[config.mk]
export PLATFORM = sky130hd
export DESIGN_NAME = alu_branch_sequencer_flat
export DESIGN_NICKNAME = d
export VERILOG_FILES = /design/src/rtl/alu_branch_sequencer_if.sv /design/src/rtl/alu_branch_sequencer.sv /design/src/flat_wrapper.sv
export SDC_FILE = /design/constraint.sdc
export NUM_CORES = 1
export LEC_CHECK = 0
export CAP_MARGIN = 20
export CORE_MARGIN = 2
export CORE_UTILIZATION = 39
export DETAILED_ROUTE_END_ITERATION = 12
export PLACE_DENSITY = 0.68
export REMOVE_ABC_BUFFERS = 1
export SLEW_MARGIN = 15
export SYNTH_ARGS = -nofsm -noshare
export SYNTH_HDL_FRONTEND = slang
export SYNTH_SLANG_ARGS = --single-unit
[constraint.sdc]
create_clock -name clk -period 2.9 [get_ports clk]
set_input_delay 0.435 -clock clk [delete_from_list [all_inputs] [get_ports clk]]
set_output_delay 0.435 -clock clk [all_outputs]
set_load 0.02 [all_outputs]
[src/rtl/alu_branch_sequencer_if.sv]
// Bundle between instruction decode / ALU and the branch sequencer.
//   master : decode/top-level side (drives start, stall, decode flags, target, ALU compare result)
//   slave  : alu_branch_sequencer (drives pc, ALU phase markers, busy/done, taken_cnt)
interface alu_branch_sequencer_if #(
    parameter int unsigned PC_W  = 9,
    parameter int unsigned CNT_W = 8
);
    logic             start;
    logic             stall;
    logic             dec_beq;
    logic             dec_jmp;
    logic             dec_halt;
    logic [PC_W-1:0]  br_target;
    logic             alu_out_beq;
    logic [PC_W-1:0]  pc;
    logic             alu_in_beq;
    logic             alu_jumped;
    logic             busy;
    logic             done;
    logic [CNT_W-1:0] taken_cnt;

    modport master (
        output start, stall, dec_beq, dec_jmp, dec_halt, br_target, alu_out_beq,
        input  pc, alu_in_beq, alu_jumped, busy, done, taken_cnt
    );

    modport slave (
        input  start, stall, dec_beq, dec_jmp, dec_halt, br_target, alu_out_beq,
        output pc, alu_in_beq, alu_jumped, busy, done, taken_cnt
    );
endinterface

[src/rtl/alu_branch_sequencer.sv]
// Program-counter owner that sequences the ALU two-phase branch protocol
// (compare cycle, then jump cycle) and offers a start/done run handshake.
//
// Ports:
//   clk      : system clock, rising edge
//   reset_n  : synchronous active-low reset
//   bus      : alu_branch_sequencer_if.slave
//              in : start, stall, dec_beq, dec_jmp, dec_halt, br_target, alu_out_beq
//              out: pc, alu_in_beq, alu_jumped, busy, done, taken_cnt
//
// Build option: define BRANCH_STATS_EN to implement the taken-branch counter;
// otherwise taken_cnt reads constant zero and the counter register is absent.
// All outputs are registered; no input reaches an output combinationally.
module alu_branch_sequencer #(
    parameter int unsigned PC_W   = 9,
    parameter int unsigned MAX_PC = 511,
    parameter int unsigned CNT_W  = 8
) (
    input logic                   clk,
    input logic                   reset_n,
    alu_branch_sequencer_if.slave bus
);

    typedef enum logic [2:0] {StIdle, StRun, StCmp, StJump, StDone} state_e;

    localparam logic [PC_W-1:0] PcLast = PC_W'(MAX_PC);

    state_e          state_q;
    logic [PC_W-1:0] pc_q;
    logic [PC_W-1:0] target_q;
    logic            busy_q;
    logic            done_q;
    logic            in_beq_q;
    logic            jumped_q;

    // Output flags {busy, done, alu_in_beq, alu_jumped} for the state being entered,
    // so they are registered alongside the state itself.
    function automatic logic [3:0] flags_for(state_e s);
        unique case (s)
            StRun:   flags_for = 4'b1000;
            StCmp:   flags_for = 4'b1010;
            StJump:  flags_for = 4'b1001;
            StDone:  flags_for = 4'b0100;
            default: flags_for = 4'b0000;
        endcase
    endfunction

    always_ff @(posedge clk) begin
        if (!reset_n) begin
            state_q                                 <= StIdle;
            pc_q                                    <= '0;
            target_q                                <= '0;
            {busy_q, done_q, in_beq_q, jumped_q}    <= 4'b0000;
        end else begin
            unique case (state_q)
                StIdle: begin
                    if (bus.start) begin
                        state_q                              <= StRun;
                        pc_q                                 <= '0;
                        {busy_q, done_q, in_beq_q, jumped_q} <= flags_for(StRun);
                    end
                end
                StRun: begin
                    if (bus.stall) begin
                        // frozen
                    end else if (bus.dec_halt) begin
                        state_q                              <= StDone;
                        {busy_q, done_q, in_beq_q, jumped_q} <= flags_for(StDone);
                    end else if (bus.dec_jmp) begin
                        target_q                             <= bus.br_target;
                        state_q                              <= StJump;
                        {busy_q, done_q, in_beq_q, jumped_q} <= flags_for(StJump);
                    end else if (bus.dec_beq) begin
                        target_q                             <= bus.br_target;
                        state_q                              <= StCmp;
                        {busy_q, done_q, in_beq_q, jumped_q} <= flags_for(StCmp);
                    end else if (pc_q != PcLast) begin
                        pc_q <= pc_q + 1'b1;
                    end else begin
                        // Falling off the end of memory ends the run; no wrap.
                        state_q                              <= StDone;
                        {busy_q, done_q, in_beq_q, jumped_q} <= flags_for(StDone);
                    end
                end
                StCmp: begin
                    // Stall is deliberately ignored so the ALU compare is one cycle.
                    if (bus.alu_out_beq) begin
                        state_q                              <= StJump;
                        {busy_q, done_q, in_beq_q, jumped_q} <= flags_for(StJump);
                    end else if (pc_q != PcLast) begin
                        pc_q                                 <= pc_q + 1'b1;
                        state_q                              <= StRun;
                        {busy_q, done_q, in_beq_q, jumped_q} <= flags_for(StRun);
                    end else begin
                        state_q                              <= StDone;
                        {busy_q, done_q, in_beq_q, jumped_q} <= flags_for(StDone);
                    end
                end
                StJump: begin
                    pc_q                                 <= target_q;
                    state_q                              <= StRun;
                    {busy_q, done_q, in_beq_q, jumped_q} <= flags_for(StRun);
                end
                StDone: begin
                    // Hold done until the requester drops start.
                    if (!bus.start) begin
                        state_q                              <= StIdle;
                        {busy_q, done_q, in_beq_q, jumped_q} <= flags_for(StIdle);
                    end
                end
                default: begin
                    state_q                              <= StIdle;
                    {busy_q, done_q, in_beq_q, jumped_q} <= flags_for(StIdle);
                end
            endcase
        end
    end

`ifdef BRANCH_STATS_EN
    logic [CNT_W-1:0] taken_cnt_q;

    // Cleared at run start; every jump phase (taken beq or jmp) counts, saturating.
    always_ff @(posedge clk) begin
        if (!reset_n) begin
            taken_cnt_q <= '0;
        end else if (state_q == StIdle && bus.start) begin
            taken_cnt_q <= '0;
        end else if (state_q == StJump && taken_cnt_q != {CNT_W{1'b1}}) begin
            taken_cnt_q <= taken_cnt_q + 1'b1;
        end
    end

    assign bus.taken_cnt = taken_cnt_q;
`else
    assign bus.taken_cnt = {CNT_W{1'b0}};
`endif

    assign bus.pc         = pc_q;
    assign bus.busy       = busy_q;
    assign bus.done       = done_q;
    assign bus.alu_in_beq = in_beq_q;
    assign bus.alu_jumped = jumped_q;

endmodule

[src/flat_wrapper.sv]
// flat-port wrapper written by rule: the top's interface ports become plain ports
module alu_branch_sequencer_flat 
#(
    parameter int unsigned PC_W   = 9,
    parameter int unsigned MAX_PC = 511,
    parameter int unsigned CNT_W  = 8
)
  (clk, reset_n, bus_start, bus_stall, bus_dec_beq, bus_dec_jmp, bus_dec_halt, bus_br_target, bus_alu_out_beq, bus_pc, bus_alu_in_beq, bus_alu_jumped, bus_busy, bus_done, bus_taken_cnt);
  alu_branch_sequencer_if #(.PC_W(PC_W), .CNT_W(CNT_W)) bus_i ();
  input logic clk;
  input logic reset_n;
  input wire logic [$bits(bus_i.start)-1:0] bus_start;
  input wire logic [$bits(bus_i.stall)-1:0] bus_stall;
  input wire logic [$bits(bus_i.dec_beq)-1:0] bus_dec_beq;
  input wire logic [$bits(bus_i.dec_jmp)-1:0] bus_dec_jmp;
  input wire logic [$bits(bus_i.dec_halt)-1:0] bus_dec_halt;
  input wire logic [$bits(bus_i.br_target)-1:0] bus_br_target;
  input wire logic [$bits(bus_i.alu_out_beq)-1:0] bus_alu_out_beq;
  output wire logic [$bits(bus_i.pc)-1:0] bus_pc;
  output wire logic [$bits(bus_i.alu_in_beq)-1:0] bus_alu_in_beq;
  output wire logic [$bits(bus_i.alu_jumped)-1:0] bus_alu_jumped;
  output wire logic [$bits(bus_i.busy)-1:0] bus_busy;
  output wire logic [$bits(bus_i.done)-1:0] bus_done;
  output wire logic [$bits(bus_i.taken_cnt)-1:0] bus_taken_cnt;
  assign bus_i.start = bus_start;
  assign bus_i.stall = bus_stall;
  assign bus_i.dec_beq = bus_dec_beq;
  assign bus_i.dec_jmp = bus_dec_jmp;
  assign bus_i.dec_halt = bus_dec_halt;
  assign bus_i.br_target = bus_br_target;
  assign bus_i.alu_out_beq = bus_alu_out_beq;
  assign bus_pc = bus_i.pc;
  assign bus_alu_in_beq = bus_i.alu_in_beq;
  assign bus_alu_jumped = bus_i.alu_jumped;
  assign bus_busy = bus_i.busy;
  assign bus_done = bus_i.done;
  assign bus_taken_cnt = bus_i.taken_cnt;
  alu_branch_sequencer #(.PC_W(PC_W), .MAX_PC(MAX_PC), .CNT_W(CNT_W)) u_core (.clk(clk), .reset_n(reset_n), .bus(bus_i));
endmodule
# Yosys cells after proc, flatten, opt, wreduce, memory -nomap -nowiden
# Index checks and enable logic that the tools add are counted.
# Widths: inputs -> output; s select.
op_classes:
  n_mul: 0
  eq_ne: 13
  reduce_logical: 6
  n_shift: 0
  magnitude_cmp: 0
  n_bitwise: 2
  muxes: 49
  add_sub_neg: 1
  div_mod_pow: 0
op_table:
  columns: ["cell", "n"]
  rows:
  - ["$mux 9", 9]
  - ["$pmux 9 s4", 1]
  - ["$mux 3", 9]
  - ["$mux 1", 25]
  - ["$pmux 3 s5", 1]
  - ["$ne 2x2->1 const B", 7]
  - ["$add 9x1->9 const B", 1]
  - ["$ne 9x9->1 const B", 1]
  - ["$pmux 1 s4", 2]
  - ["$reduce_and 4->1", 2]
  - ["$reduce_and 7->1", 1]
  - ["$eq 3x2->1 const B", 2]
  - ["$ne 5x5->1 const B", 1]
  - ["$pmux 1 s5", 1]
  - ["$reduce_bool 4->1", 1]
  - ["$eq 3x1->1 const B", 1]
  - ["$eq 3x3->1 const B", 1]
  - ["$logic_not 3->1", 1]
  - ["$pmux 1 s3", 1]
  - ["$not 1->1", 2]
  - ["$reduce_bool 2->1", 1]
word_totals:
  latchBits: 0
  input_bits: 17
  regBits: 25
  mem_bits_rw: 0
  mem_count: 0
  out_inout_bits: 21
  elab_cells: 78
  mem_bits_ro: 0

# Depth between registers and ports, before layout
depth:
  depth_word: 7
  depth_mapped: 10
  mapped_depth_nobuf: 9

# Worst setup path before layout
# OpenSTA, ideal clock, no wires.
synth_path:
  path_type: "reg-to-reg"
  start: "reg u_core.pc_q[1] (netlist: u_core.bus.pc[1])"
  end: "reg u_core.pc_q[3] (netlist: u_core.bus.pc[3])"
  path_stages_with_launch: 11
  period_less_slack_ps: 2215
  arrival_time_ps: 2101
  slack_ps: 685
  setup_time_ps: 115
  required_time_ps: 2785
  n_path_buf: 1
  path_cell_list: "dfxtp_1 ha_1 nand2_1 nor2_1 ha_1 o21bai_1 a2111oi_2 or4_4 buf_6 nor3_2 o21a_1"
synth_via:
  elab_chain_cells: 7
  elab_cells_between_ends: 9
  cone_classes: "add/sub: 1; eq/ne: 1; mux: 7"
synth_lines:
  columns: ["element", "line", "source"]
  rows:
  - ["start, declared", "alu_branch_sequencer.sv:29", "logic [PC_W-1:0] pc_q;"]
  - ["start signal, assigned", "alu_branch_sequencer.sv:78", "pc_q <= pc_q + 1'b1;"]
  - ["start signal, assigned", "alu_branch_sequencer.sv:91", "pc_q <= pc_q + 1'b1;"]
  - ["start signal, assigned", "alu_branch_sequencer.sv:100", "pc_q <= target_q;"]
  - ["$add 9x1->9 or $ne 9x9->1 (tied branches)", null, null]
  - ["$mux 9 (*)", "alu_branch_sequencer.sv:77, alu_branch_sequencer.sv:90", null]
  - ["$mux 9", "alu_branch_sequencer.sv:73", "end else if (bus.dec_beq) begin"]
  - ["$mux 9", "alu_branch_sequencer.sv:69", "end else if (bus.dec_jmp) begin"]
  - ["$mux 9", "alu_branch_sequencer.sv:66", "end else if (bus.dec_halt) begin"]
  - ["$mux 9", "alu_branch_sequencer.sv:64", "if (bus.stall) begin"]
  - ["$pmux 9 s4 (*)", "alu_branch_sequencer.sv:55", "unique case (state_q)"]
# Mark *: on every way between the ends. The rest lies on a longest branch, timed or not. The select of a mux whose other input is x is not followed.
# A chain may end at the register's enable or synchronous reset.

# Worst setup path after layout
layout_path:
  start: "reg u_core.pc_q[0] (netlist: u_core.bus.pc[0])"
  end: "reg u_core.pc_q[0] (netlist: u_core.bus.pc[0])"
# The elaborated chain is that of the path after synthesis.

==> qor.txt <==
Layout cells sized above 1: 6.67%
CTS Buf Count: 3
Slew @ Worst Pin: 0.687 ns
Critical Path AT: 2.60 ns
Fraction of registers with async set/reset: 0%
Average size of a mapped cell: 8.18 um2
Sequential area share after synthesis: 36.0%
Commonest cells after routing, fill and taps aside: clkdlybuf4s50_1 (29), dfxtp_1 (25), nand2_1 (21), a21oi_1 (17), o21ai_0 (13)
Min cycle time layout: 2.37 ns
# resized after CTS: 0
Area leader, netlist: dfxtp_1
Setup Fix Bufs, Post-CTS: 0
Yosys cell types: 47
Crit path capture type: flop
Fin nets: 215
Worst setup SP type: flop
Initial Util: 41.0%
Leak: 0.620 nW
Max Clock Skew: 0.00438 ns
Largest net degree at the start of global routing: 16
Synthesized flop and latch total: 25
Synth Warn #: 0
Hold Buf Count CTS: 0
Max Fclk: 0.422 GHz
Critical Path RT: 3.13 ns
Cell Area, Synth: 1390 um2
CP max FO: 12
Hold Fails Final Rpt: 0
Rows: 21
Layout area overhead: 21.7%
Crit Path Class: reg2reg
First-pass GRT wire length: 5090 um
Setup TNS: 0 ns
Final WS setup: 0.530 ns
Dpl cell area: 1670 um2
CTS max path bufs: 2
Post-Syn Instances: 170
ANT cells: 0
Post-DP HPWL: 2300 um
H-tree Lvls: 1
Design Area, Final: 1690 um2
Die width: 63.7 um
Slew headroom: 53.9%
Vias in the first global route: 1,105
Remaining Overflow, GRT: 0
Place WS: 0.427 ns
Post-synth top area share: 36.0%
# port buffers: 29
Power Density: 621 nW/um2
Slew Limit Fails: 0
Commonest non-fill, non-tap cell in the layout: clkdlybuf4s50_1
Io pins: 38
First-pass DRT Iterations: 4
Final setup fails: 0
Die H: 63.7 um
# DRC: 0
Initial antenna violation count: 0
CORE AREA: 3390 um2
Wire per inst: 12.8 um
Min-Delay Path Class: reg2reg
Overall routing resource usage: 15.4%
Vias per Instance: 5.22
Worst IR Drop VDD: 0.215 mV
Max-cap violations: 0
CTS tree: done
Die ar.: 4060 um2
Final ANT Viol Nets: 0
Total wire length: 3070 um
Fin crit share: 81.7%
Vias: 1,257
RSZ-0062 raised after global routing: no
Root Driver: clkbuf_4
Synth area leaders: dfxtp_1 (36%), a21oi_1 (6.1%), nand2_1 (5.7%)
Clk Latency, worst-skew pair: 0.31 ns
Number of synthesized flops with an enable pin: 0
Clock Sink Count: 25
Status: complete, no violations
Initial DRC count: 90
Synth Flop Type: dfxtp_1
Clk slew on worst S/H paths: 0.13 ns
Placer Congestion: 0.823
-- power by group --
part	switching [W]	total (W)	internal (W)
registers	0.0000697	0.000463	0.000393
logic	0.000232	0.000440	0.000208
clock network	0.0000956	0.000149	0.0000536
total	0.000398	0.00105	0.000654
-- cells in the mapped netlist, drive strengths merged, types with 3 or more instances --
cell type  instances
a21oi             17
xnor2              4
and2               3
buf               11
o21ai             14
clkbuf             6
dfxtp             25
a221oi             6
nor3               5
o21a               3
nor2b              4
nand2             21
nand3              4
inv                4
nor2              12
-- state kept, by name (all words and copies together), names as in the netlist --
register	flops
u_core.bus.alu_in_beq	1
u_core.bus.alu_jumped	1
u_core.bus.busy	1
u_core.bus.done	1
u_core.bus.pc	9
u_core.state_q	3
u_core.target_q	9
-- worst paths after layout --
kind	start	to	slack, ns	cells after the start
max	u_core.bus.pc[0]	u_core.bus.pc[0]	0.53	9
min	u_core.bus.alu_in_beq	u_core.bus.alu_in_beq	0.46	2
min reg2reg	u_core.bus.alu_in_beq	u_core.bus.alu_in_beq	0.46	2
max reg2reg	u_core.bus.pc[0]	u_core.bus.pc[0]	0.53	9
-- layout make-up --
class	instances	area (um2)
clock buffers	4	26.3
multi-input cells	131	788
inverters	4	15.0
repair buffers	31	305
fillers	323	1700
flip-flops and latches	25	500
well taps	46	57.6
-- layer usage --
| metal | vias to the layer above | GRT usage (%) | share of wire, % |
|---|---|---|---|
| met5 | - | 0 | 0 |
| met4 | 0 | 4.89 | 0.88 |
| met3 | 2 | 1.06 | 3.4 |
| met2 | 29 | 25.1 | 47 |
| met1 | 582 | 21.8 | 48 |
| li1 | 644 | - | - |
-- kinds of logic after synthesis --
kind of cell	count (synthesis)	share of synthesized area (%)
xor gates and xnor gates	5	3.15
AOI/OAI and AO/OA	51	23.4
DFF	25	36.0
adders and majority gates	2	1.80
muxes	1	0.719
other	1	0.270
buffers and inverters	21	9.26
and+or+nand+nor	64	25.5
-- stage by stage --
| step | std cells | hold slack, ns | utilization [%] | power, W |
|---|---|---|---|---|
| global route | 241 | 0.484 | 49.9 | 0.00113 |
| global placement | 237 | 0.443 | 49.2 | 0.000901 |
| detailed placement | 237 | 0.450 | 49.2 | 0.000913 |
| finish | 241 | 0.465 | 49.9 | 0.00105 |
| floorplan | 160 | 0.449 | - | 0.000740 |
| CTS | 241 | 0.468 | 49.9 | 0.00106 |
-- critical path, cell delays in order (launching register included) --
cell       delay (ns)
dfxtp_1          0.46
ha_1             0.27
nand2_1          0.11
nor2_1           0.12
ha_1             0.24
o21bai_1         0.12
a2111oi_2        0.42
or4_4            0.27
a221oi_1         0.06
a211oi_1         0.22
Note: power is estimated with default switching activity, not from simulation.
